File: src/rtl/serial_mag_comparator_pkg.sv
// Shared definitions for the serial magnitude comparator.
// Holds the FSM state encoding, the default operand width and the
// index constants used to address the gt/eq/lt flag vector.
package serial_mag_comparator_pkg;

  // FSM states: idle waiting for start, or shifting one bit per clock.
  typedef enum logic {
    ST_IDLE  = 1'b0,
    ST_SHIFT = 1'b1
  } state_e;

  // Default operand width.
  localparam int DEFAULT_WIDTH = 8;

  // Positions of the relation flags inside the packed flag vector.
  localparam int GT = 2;
  localparam int EQ = 1;
  localparam int LT = 0;

endpackage

File: src/rtl/serial_mag_comparator_bit_cmp_cell.sv
// Purpose : combinational 1-bit magnitude compare of x against y.
// Latency : none, purely combinational.
// Backpressure: none; output follows inputs.
// Ports   : x, y            - bits under comparison
//           x_gt/x_eq/x_lt  - exactly one is high for any input pair
module bit_cmp_cell (
  input  logic x,
  input  logic y,
  output logic x_gt,
  output logic x_eq,
  output logic x_lt
);

  assign x_gt = x & ~y;
  assign x_eq = ~(x ^ y);
  assign x_lt = ~x & y;

endmodule

File: src/rtl/serial_mag_comparator.sv
// Purpose : multi-cycle unsigned magnitude comparator, MSB first, one bit
//           per clock through a single bit_cmp_cell.
// Latency : WIDTH cycles from the accepted start edge to the done edge;
//           with EARLY_EXIT_EN defined, 1..WIDTH (ends on the first
//           differing bit; equal operands still take WIDTH).
// Backpressure: start is only sampled in IDLE; start while busy is dropped.
// Ports   : clk, rst (async, active-high)
//           start, a, b     - request and operands, captured when idle
//           busy            - comparison in progress
//           done            - one-cycle pulse, flags valid from this cycle
//           gt, eq, lt      - registered one-hot result, held until the
//                             next accepted start or reset
// Config  : `define EARLY_EXIT_EN to finish on the first differing bit.
module serial_mag_comparator
  import serial_mag_comparator_pkg::*;
#(
  parameter int WIDTH = DEFAULT_WIDTH
) (
  input  logic             clk,
  input  logic             rst,
  input  logic             start,
  input  logic [WIDTH-1:0] a,
  input  logic [WIDTH-1:0] b,
  output logic             busy,
  output logic             done,
  output logic             gt,
  output logic             eq,
  output logic             lt
);

  localparam int CW = (WIDTH > 1) ? $clog2(WIDTH) : 1;

  state_e           state_q, state_d;
  logic [WIDTH-1:0] sa_q, sa_d;
  logic [WIDTH-1:0] sb_q, sb_d;
  logic [CW-1:0]    cnt_q, cnt_d;
  logic             dec_q, dec_d;       // a differing bit has been seen
  logic             rel_gt_q, rel_gt_d; // relation at the first differing bit
  logic [2:0]       flags_q, flags_d;
  logic             done_q, done_d;

  logic bit_gt, bit_eq, bit_lt;
  logic new_diff;
  logic finish;
  logic res_dec, res_gt, res_lt;

  // Single comparator cell always looks at the current MSBs.
  bit_cmp_cell u_cell (
    .x    (sa_q[WIDTH-1]),
    .y    (sb_q[WIDTH-1]),
    .x_gt (bit_gt),
    .x_eq (bit_eq),
    .x_lt (bit_lt)
  );

  always_comb begin
    state_d  = state_q;
    sa_d     = sa_q;
    sb_d     = sb_q;
    cnt_d    = cnt_q;
    dec_d    = dec_q;
    rel_gt_d = rel_gt_q;
    flags_d  = flags_q;
    done_d   = 1'b0;

    // First difference only; later bits never override a decided relation.
    new_diff = ~dec_q & ~bit_eq;

    // Relation including the bit being compared on this edge, so the LSB
    // (compared on the final edge) is accounted for.
    res_dec  = dec_q | ~bit_eq;
    res_gt   = dec_q ? rel_gt_q  : bit_gt;
    res_lt   = dec_q ? ~rel_gt_q : bit_lt;

`ifdef EARLY_EXIT_EN
    finish   = (cnt_q == '0) | new_diff;
`else
    finish   = (cnt_q == '0);
`endif

    case (state_q)
      ST_IDLE: begin
        if (start) begin
          sa_d     = a;
          sb_d     = b;
          cnt_d    = CW'(WIDTH - 1);
          dec_d    = 1'b0;
          rel_gt_d = 1'b0;
          flags_d  = '0;
          state_d  = ST_SHIFT;
        end
      end
      ST_SHIFT: begin
        if (new_diff) begin
          dec_d    = 1'b1;
          rel_gt_d = bit_gt;
        end
        sa_d  = {sa_q[WIDTH-2:0], 1'b0};
        sb_d  = {sb_q[WIDTH-2:0], 1'b0};
        cnt_d = cnt_q - 1'b1;
        if (finish) begin
          flags_d[GT] = res_dec & res_gt;
          flags_d[EQ] = ~res_dec;
          flags_d[LT] = res_dec & res_lt;
          done_d      = 1'b1;
          cnt_d       = '0;
          state_d     = ST_IDLE;
        end
      end
      default: state_d = ST_IDLE;
    endcase
  end

  always_ff @(posedge clk or posedge rst) begin
    if (rst) begin
      state_q  <= ST_IDLE;
      sa_q     <= '0;
      sb_q     <= '0;
      cnt_q    <= '0;
      dec_q    <= 1'b0;
      rel_gt_q <= 1'b0;
      flags_q  <= '0;
      done_q   <= 1'b0;
    end else begin
      state_q  <= state_d;
      sa_q     <= sa_d;
      sb_q     <= sb_d;
      cnt_q    <= cnt_d;
      dec_q    <= dec_d;
      rel_gt_q <= rel_gt_d;
      flags_q  <= flags_d;
      done_q   <= done_d;
    end
  end

  assign busy = (state_q == ST_SHIFT);
  assign done = done_q;
  assign gt   = flags_q[GT];
  assign eq   = flags_q[EQ];
  assign lt   = flags_q[LT];

endmodule

File: config.mk
export PLATFORM = sky130hd
export DESIGN_NAME = serial_mag_comparator
export DESIGN_NICKNAME = d
export VERILOG_FILES = /design/src/rtl/serial_mag_comparator_pkg.sv /design/src/rtl/serial_mag_comparator_bit_cmp_cell.sv /design/src/rtl/serial_mag_comparator.sv
export SDC_FILE = /design/constraint.sdc
export NUM_CORES = 1
export LEC_CHECK = 0
export CAP_MARGIN = 20
export CORE_MARGIN = 2
export CORE_UTILIZATION = 50
export DETAILED_ROUTE_END_ITERATION = 10
export PLACE_DENSITY = 0.75
export REMOVE_ABC_BUFFERS = 1
export SLEW_MARGIN = 10
export SYNTH_ARGS = -nofsm -noshare
export SYNTH_HDL_FRONTEND = slang
export SYNTH_SLANG_ARGS = --single-unit
File: constraint.sdc
create_clock -name clk -period 1.8 [get_ports clk]
set_input_delay 0.45 -clock clk [delete_from_list [all_inputs] [get_ports clk]]
set_output_delay 0.45 -clock clk [all_outputs]
set_load 0.03 [all_outputs]
==> impl_metrics.yaml <==
global_route:
  grt_util_all_layers: 0.1758
  grt_pass1_wl_um: 3691
  antenna_found_initial: 0
  grt-ovfl-total: 0
  first_global_vias: 882
  grt_max_degree: 27
critical_path:
  cpPeakStageDelay_ns: 0.40
  critPathTopFamily: "buffers and inverters"
  path_cells: "dlygate4sd2_1"
  required_ns: 1.35
  arrival_ns: 1.11
  worst-path-max-fanout: 2
  reg2reg_depth: 3
  critical_path_class: "flip-flop to output pin"
  cp_slowest_cell: "dlygate4sd2_1"
  start_kind: "flip-flop"
  crit_buf_inv: 1
  reg2reg_to: "flags_q[2]"
  timing.rr.start: "cnt_q[1]"
  end_kind: "output pin"
  r2r_slack_ns: 0.33
  crit_start: "flags_q[2]"
floorplan:
  start_util: 0.5344
  die_x_um: 53.09
  boundaryPins: 24
  rows: 17
  die_h_um: 53.09
  die-area_um2: 2819
  core_area_um2: 2255
cells_and_area:
  area_growth_pct: 25.96
  antenna_cells: 0
  fill_cells: 202
  drive_gt1_frac: 0.1049
  nNetsFinal: 165
clock_tree:
  cts-buffers-inserted: 3
  cts_tree: "done"
  h-tree-depth: 1
  numClockSinks: 26
  cts_root_buf: "clkbuf_4"
  path_clk_slew_ns: 0.15
  insertion_delay_ns: 0.32
  cts.path.max_buffers: 2
yosys:
  synthDistinctLibCells: 22
  ys_ff_latch: 26
  yosys_warnings: 0
  synth_seq_area_share: 0.5400
  synth_area_per_cell_um2: 10.13
  syn_area_um2: 1205
  netlist_instances: 119
sta:
  setup_viol: 0
  final.setup_skew_ns: 0.008181
  fin_crit_sh: 0.8647
  period_needed_ns: 1.557
  max_freq_mhz: 642.5
  grt_setup_unrepaired: "no"
  finalHoldViolCount: 0
  worst_pin_slew_ns: 0.3333
  worst_slew_margin_rel: 0.7778
  final.setup.worst_slack_ns: 0.2435
  maxSlewViolCount: 0
placement:
  dp_hpwl_um: 1530
  place_ws_ns: 0.1269
  port_buffers: 23
  gp_congestion: 0.7450
routing:
  wl_met2_um: 1046
  top_layer: "met3"
  postRouteAntennaNets: 0
  via_per_inst: 5.088
  drtIter0Drc: 8
  num_vias: 870
  drc: 0
  wl_um: 2102
  dr_wl_met3_um: 67
  wl_met1_um: 987
  firstDrtPassIters: 3
  detail_route.wl_per_cell_um: 12.29
outcome:
  status: "finished, final reports clean"
job:
  maxCapViolCount: 0
power:
  total_power_mw: 2.195
  p_leak_nw: 0.7229
  p_per_area_nw_per_um2: 1446
  ir_worst_vdd_v: 0.0008366
min_path:
  hp-class: "input pin to async pin"
==> layout make-up <==
cell class | count | area (µm²) | area share
clock buffer | 3 | 22.52 | 0.01484
clock inverter | 1 | 30.03 | 0.01979
inverter | 6 | 23.77 | 0.01566
multi-input combinational | 79 | 495.5 | 0.3265
sequential | 26 | 650.6 | 0.4287
tap | 28 | 35.03 | 0.02308
timing repair buffer | 28 | 260.3 | 0.1715
==> cell usage in the layout (no fill, tap or decap), types with 2 or more instances in the layout <==
cell type / synthesis / routed
nand2_1: 16 / 16
ha_1: 2 / 2
a21oi_1: 2 / 2
clkbuf_4: 0 / 3
nand3_1: 3 / 3
buf_4: 0 / 6
clkdlybuf4s50_1: 0 / 18
a21oi_2: 2 / 2
mux2i_1: 16 / 16
o21ai_0: 21 / 21
dfrtp_1: 26 / 26
nor2_1: 8 / 8
inv_1: 5 / 5
dlygate4sd2_1: 0 / 4
==> logic make-up after synthesis <==
group / share of synthesized area
flops: 0.5400
buf+inv: 0.04880
compound gates: 0.1392
mux: 0.1329
simple gates: 0.1184
fa+ha+maj: 0.02077
==> sequential cells by signal, indices dropped and copies added, names as in the netlist <==
name      cells
sb_q          8
dec_q         1
flags_q       3
sa_q          8
busy          1
done          1
rel_gt_q      1
cnt_q         3
==> worst max path at each step <==
stage                             to  slack (ns)  cells after the start
after detailed placement     sa_q[5]        0.13                      4
after global placement       sb_q[3]        0.19                      4
after floorplan           flags_q[2]       -0.14                      3
after global routing              gt        0.18                      1
final                             gt        0.24                      1
after CTS                         gt        0.23                      1
==> power by group <==
part           switching, mW  internal, mW  total, mW  leakage [nW]
Combinational          0.473         0.338      0.811         0.363
Sequential             0.162         0.821      0.983         0.332
Clock                  0.175         0.225      0.400        0.0279
Total                  0.811          1.38       2.20         0.723
==> metal layers <==
layer | global-route usage | up-vias
li1 | - | 446
met4 | 0.03846 | 0
met2 | 0.3229 | 15
met3 | 0.02542 | 0
met5 | 0 | -
met1 | 0.2160 | 409
==> cell usage after synthesis (all sizes together) <==
| cell | number | area (µm²) |
|---|---|---|
| inv | 5 | 18.77 |
| nand3 | 3 | 15.01 |
| nand2b | 1 | 6.260 |
| buf | 4 | 20.02 |
| ha | 2 | 25.02 |
| o21a | 1 | 7.510 |
| o211ai | 1 | 7.510 |
| or4b | 1 | 10.01 |
| a21oi | 4 | 27.53 |
| clkinv | 1 | 5.000 |
| nor3b | 1 | 7.510 |
| o21ai | 21 | 105.1 |
| or2b | 1 | 8.760 |
| o31ai | 1 | 12.51 |
| o21bai | 1 | 7.510 |
| mux2i | 16 | 160.2 |
| nor3 | 1 | 5.000 |
| dfrtp | 26 | 650.6 |
| nand2 | 16 | 60.06 |
| nor2 | 8 | 30.03 |
| clkbuf | 4 | 15.01 |
==> what timing repair did <==
action / in CTS / in global routing
buffers inserted: 0 / 0
hold buffers: 0 / 0
setup endpoints to repair: 4 / 0
gates resized for setup: 4 / 0
hold endpoints to repair: 0 / 0
==> worst reg2reg max path: stages (launching register included) <==
cell and delay (ns):
dfrtp_1 0.46, or4b_1 0.67, nor2_1 0.18, a21oi_2 0.07
==> per-stage QoR <==
| stage | cell area [µm²] | util | std cells | hold slack, ns | setup TNS (ns) |
|---|---|---|---|---|---|
| detailed placement | 1470 | 0.6521 | 167 | 0.4708 | 0 |
| CTS | 1518 | 0.6731 | 171 | 0.4717 | 0 |
| global route | 1518 | 0.6731 | 171 | 0.5100 | 0 |
| floorplan | 1170 | - | 111 | 0.4492 | -0.4338 |
| global placement | 1470 | 0.6521 | 167 | 0.4595 | 0 |
| finish | 1518 | 0.6731 | 171 | 0.4662 | 0 |
Note: power is estimated with default switching activity, not from simulation.
